[src/rtl/frame_double_buffer.sv]
// Double-buffered ROWS x COLS bitmap ahead of the LED matrix scanner.
// The producer fills the back bank row by row; commit swaps banks at the next frame_sync.
module frame_double_buffer #(
  parameter int unsigned ROWS         = 16,
  parameter int unsigned COLS         = 16,
  parameter int unsigned RW           = 4,
  parameter bit          COPY_ON_SWAP = 1'b1
) (
  input  logic                  clock,
  input  logic                  rst_n,
  input  logic                  wr_valid,
  output logic                  wr_ready,
  input  logic [RW-1:0]         wr_row,
  input  logic [0:COLS-1]       wr_data,
  input  logic                  commit,
  input  logic                  frame_sync,
  output logic [0:ROWS*COLS-1]  mat,
  output logic                  pending,
  output logic                  swap_done,
  output logic [7:0]            frame_count
);

  typedef enum logic [0:0] {StIdle, StPending} state_e;

  state_e          state_q;
  logic            front_q;
  logic [0:COLS-1] bank_q [2][ROWS];
  logic            swap_done_q;
  logic [7:0]      count_q;

  always_ff @(posedge clock or negedge rst_n) begin
    if (!rst_n) begin
      state_q     <= StIdle;
      front_q     <= 1'b0;
      swap_done_q <= 1'b0;
      count_q     <= 8'd0;
      for (int b = 0; b < 2; b++) begin
        for (int r = 0; r < ROWS; r++) begin
          bank_q[b][r] <= '0;
        end
      end
    end else begin
      swap_done_q <= 1'b0;
      unique case (state_q)
        StIdle: begin
          // Rows >= ROWS match no entry, so such writes complete and are dropped.
          if (wr_valid) begin
            for (int r = 0; r < ROWS; r++) begin
              if (wr_row == RW'(r)) bank_q[~front_q][r] <= wr_data;
            end
          end
          if (commit) state_q <= StPending;
        end
        StPending: begin
          if (frame_sync) begin
            front_q     <= ~front_q;
            state_q     <= StIdle;
            swap_done_q <= 1'b1;
            count_q     <= count_q + 8'd1;
            // Old front becomes the back bank; seed it with the frame now on display.
            if (COPY_ON_SWAP) begin
              for (int r = 0; r < ROWS; r++) begin
                bank_q[front_q][r] <= bank_q[~front_q][r];
              end
            end
          end
        end
        default: state_q <= StIdle;
      endcase
    end
  end

  always_comb begin
    mat = '0;
    for (int r = 0; r < ROWS; r++) begin
      mat[r*COLS +: COLS] = bank_q[front_q][r];
    end
  end

  assign wr_ready    = (state_q == StIdle);
  assign pending     = (state_q == StPending);
  assign swap_done   = swap_done_q;
  assign frame_count = count_q;

endmodule

[config.mk]
export PLATFORM = sky130hd
export DESIGN_NAME = frame_double_buffer
export DESIGN_NICKNAME = d
export VERILOG_FILES = /design/src/rtl/frame_double_buffer.sv
export SDC_FILE = /design/constraint.sdc
export NUM_CORES = 1
export LEC_CHECK = 0
export ABC_AREA = 1
export CAP_MARGIN = 20
export CORE_AREA = 2 2 244 246
export DETAILED_ROUTE_END_ITERATION = 8
export DIE_AREA = 0 0 246 248
export GPL_TIMING_DRIVEN = 1
export PLACE_DENSITY = 0.7
export SLEW_MARGIN = 10
export SYNTH_ARGS = -nofsm -noshare
export SYNTH_HDL_FRONTEND = slang
export SYNTH_SLANG_ARGS = --single-unit
export TNS_END_PERCENT = 50
[constraint.sdc]
create_clock -name clock -period 2.25 [get_ports clock]
set_clock_uncertainty 0.15 [all_clocks]
set_input_delay 0.5625 -clock clock [delete_from_list [all_inputs] [get_ports clock]]
set_output_delay 0.5625 -clock clock [all_outputs]
set_load 0.02 [all_outputs]
==> qor.yml <==
setup_viol: 647
drive_above_1_share_pct: 16.3
port_buffers: 291
route.detailed.drc: 0
io_pins: 292
crit_required_ps: 1540
worstSkewPairLatency_ps: 640
met3_usage_pct: 8.78
ys_types: 22
ys_async_sr_fraction_pct: 100
ys.flop_type: "dfrtp_1"
violations: "setup timing"
power_switching_w: 0.0112
dp_cells: 5388
grt_use_met2_pct: 53.1
drt_iter0_markers: 3488
clk_pin_slew_ps: 60
status: "complete, but fails checks"
comb_power_share_pct: 34.9
r2r_start: "front_q$_DFFE_PN0P_"
vias_per_cell: 5.56
initial_utilization_pct: 48.6
grt.total_usage_pct: 35.9
syn_to_final_growth_pct: 27.4
num_rows: 89
via_count: 30700
grt_overflow: 0
syn_area_per_cell_um2: 6.58
htree_levels: 2
max_slew_margin_pct: 56.8
hold_violations: 0
grt_max_degree: 105
cts_buffers: 57
critPathMaxFanout: 9
p_leak_nw: 19.5
cp_data_arrival_time_ps: 2070
start_kind: "flop"
syn_inst: 4321
fmax_mhz: 360
grt_setup_unrepaired: "yes"
wl_per_cell_um: 20.3
finalWorstSetupSlack_ps: -529
timing.hold.ws_ps: 330
reg2regPathDepth: 11
die_h_um: 248
critPathCaptureType: "output port"
p_int_w: 0.0190
cts_tree: "done"
core_area_um2: 58500
antenna_found_initial: 15
rrSetupSlack_ps: -160
use_met1_pct: 50.2
drv_slew: 0
gp_congestion: 0.883
clockPowerShare_pct: 30.9
nets: 4729
yosysWarnings: 0
ir_drop_v: 0.000656
synth-seq-cells: 523
n_fill_cell: 5325
yosys.area.top_type: "dfrtp_1"
power_per_cell_area_nw_per_um2: 834
period_share_pct: 124
synth_edf_count: 0
worstSetupPathType: "reg -> out"
die_w_um: 246
tns_ps: -126710
ys_seq_area_share_pct: 46.1
crit_path_start: "front_q$_DFFE_PN0P_"
worst_slew_pin_slew_ps: 649
power_frac_seq_pct: 34.3
grt_pass1_vias: 27900
fin_cells: 5521
syn_area_um2: 28400
ys_top_cells_by_area: "dfrtp_1 46%, nand2_1 38%, o21ai_0 8.2%, clkbuf_1 2.2%, buf_2 1.0%"
switching_share_pct: 37.2
post-route-min-period_ps: 2780
dpl.hpwl_mm: 70.9
synth_top_area_share_pct: 46.1
drv_cap: 0
layout_commonest_cell: "nand2_1"
mostFrequentLayoutCells: "2825 x nand2_1, 521 x dfrtp_1, 464 x o21ai_0"
clock-sinks: 523
wirelength_mm: 112
cts.path.max_buffers: 3
die_area_um2: 61000
root_buffer: "clkbuf_16"
top_usage_layer: "met2"
synth_fp_nets: 4347
ant_nets: 0
dr.pass1.iters: 6
worstHoldPathType: "in -> async"
grt_pass1_wl_mm: 168
==> cells in the mapped netlist (10+ instances only) <==
library cell  number
nor2_1            14
nand2_1         2895
o21ai_0          464
inv_1             21
o21ai_1           48
buf_2             59
clkbuf_1         167
buf_4             26
nand2_4           10
inv_2             27
nand3_1           20
nand2_2           22
dfrtp_1          523
==> metal layers <==
layer,wire length [µm],up-vias
met3,14000,297
met4,4720,0
met2,49300,1907
met5,0,-
li1,-,14100
met1,44400,14400
==> registers in the layout, summed over array words and instances (netlist names) <==
register / flops
front_q: 1
bank_q: 512
swap_done: 1
frame_count: 8
pending: 1
==> kinds of logic (layout without fill, tap and decap cells) <==
group / after synthesis / after routing / synth area share [%]
flip-flops: 523 / 523 / 46.1
buffers and inverters: 315 / 734 / 4.94
AO/OA/AOI/OAI: 512 / 512 / 9.02
other: 0 / 8 / 0
XOR/XNOR: 5 / 5 / 0.154
adder cells (fa/ha/maj): 1 / 1 / 0.0440
AND/OR/NAND/NOR: 2965 / 2965 / 39.8
==> path summary, 6_finish.rpt <==
| path | endpoint |
|---|---|
| worst max-delay path | mat[54] |
| worst min-delay path | bank_q[426]$_DFFE_PN0P_ |
| worst max register to register | bank_q[315]$_DFFE_PN0P_ |
| worst min register to register | bank_q[225]$_DFFE_PN0P_ |
| max in group asynchronous | bank_q[362]$_DFFE_PN0P_ |
| min in group clock | pending$_DFF_PN0_ |
==> critical path, cell delays in order, from the launching register on <==
cell and delay, ps:
dfrtp_4 560, buf_4 170, clkbuf_16 170, buf_4 170, nand2_1 60, nand2_1 110
buf_2 190
==> power by group through the flow <==
stage	Sequential [W]	Combinational (W)	Clock (W)
floorplan	0.0104	0.00425	0
global placement	0.0105	0.00922	0
detailed placement	0.0105	0.00924	0
CTS	0.0103	0.00972	0.00931
global route	0.0104	0.0109	0.00971
finish	0.0103	0.0105	0.00932
==> repair_timing <==
action | 4_1_cts | 5_1_grt
endpoints found under the hold margin | 26 | 0
resized for setup | 828 | 383
hold buffers | 1 | 0
gates cloned | 4 | 10
setup buffers | 10 | 4
endpoints found under the setup margin | 267 | 779
pin swaps | 0 | 1
==> layout make-up <==
class                   instances  area, µm²  share of cell area [%]
diodes                          8       20.0                  0.0553
clock buffers                  83       1670                    4.60
clock inverters                13        121                   0.335
inverters                      49        206                   0.570
multi-input cells            3483      14100                    39.0
flip-flops and latches        523      13100                    36.2
well taps                     773        967                    2.67
repair buffers                589       6020                    16.6
==> per-stage QoR <==
step | worst slack [ps] | total power (W) | util (%) | instance area (µm²)
final | -529 | 0.0302 | 61.9 | 36200
after global routing | -561 | 0.0310 | 61.9 | 36200
after CTS | -587 | 0.0293 | 62.1 | 36300
after detailed placement | -371 | 0.0197 | 58.8 | 34400
after global placement | -367 | 0.0197 | 58.8 | 34400
after floorplan | 118 | 0.0146 | - | 28400
Power figures use the tool's default switching activity.
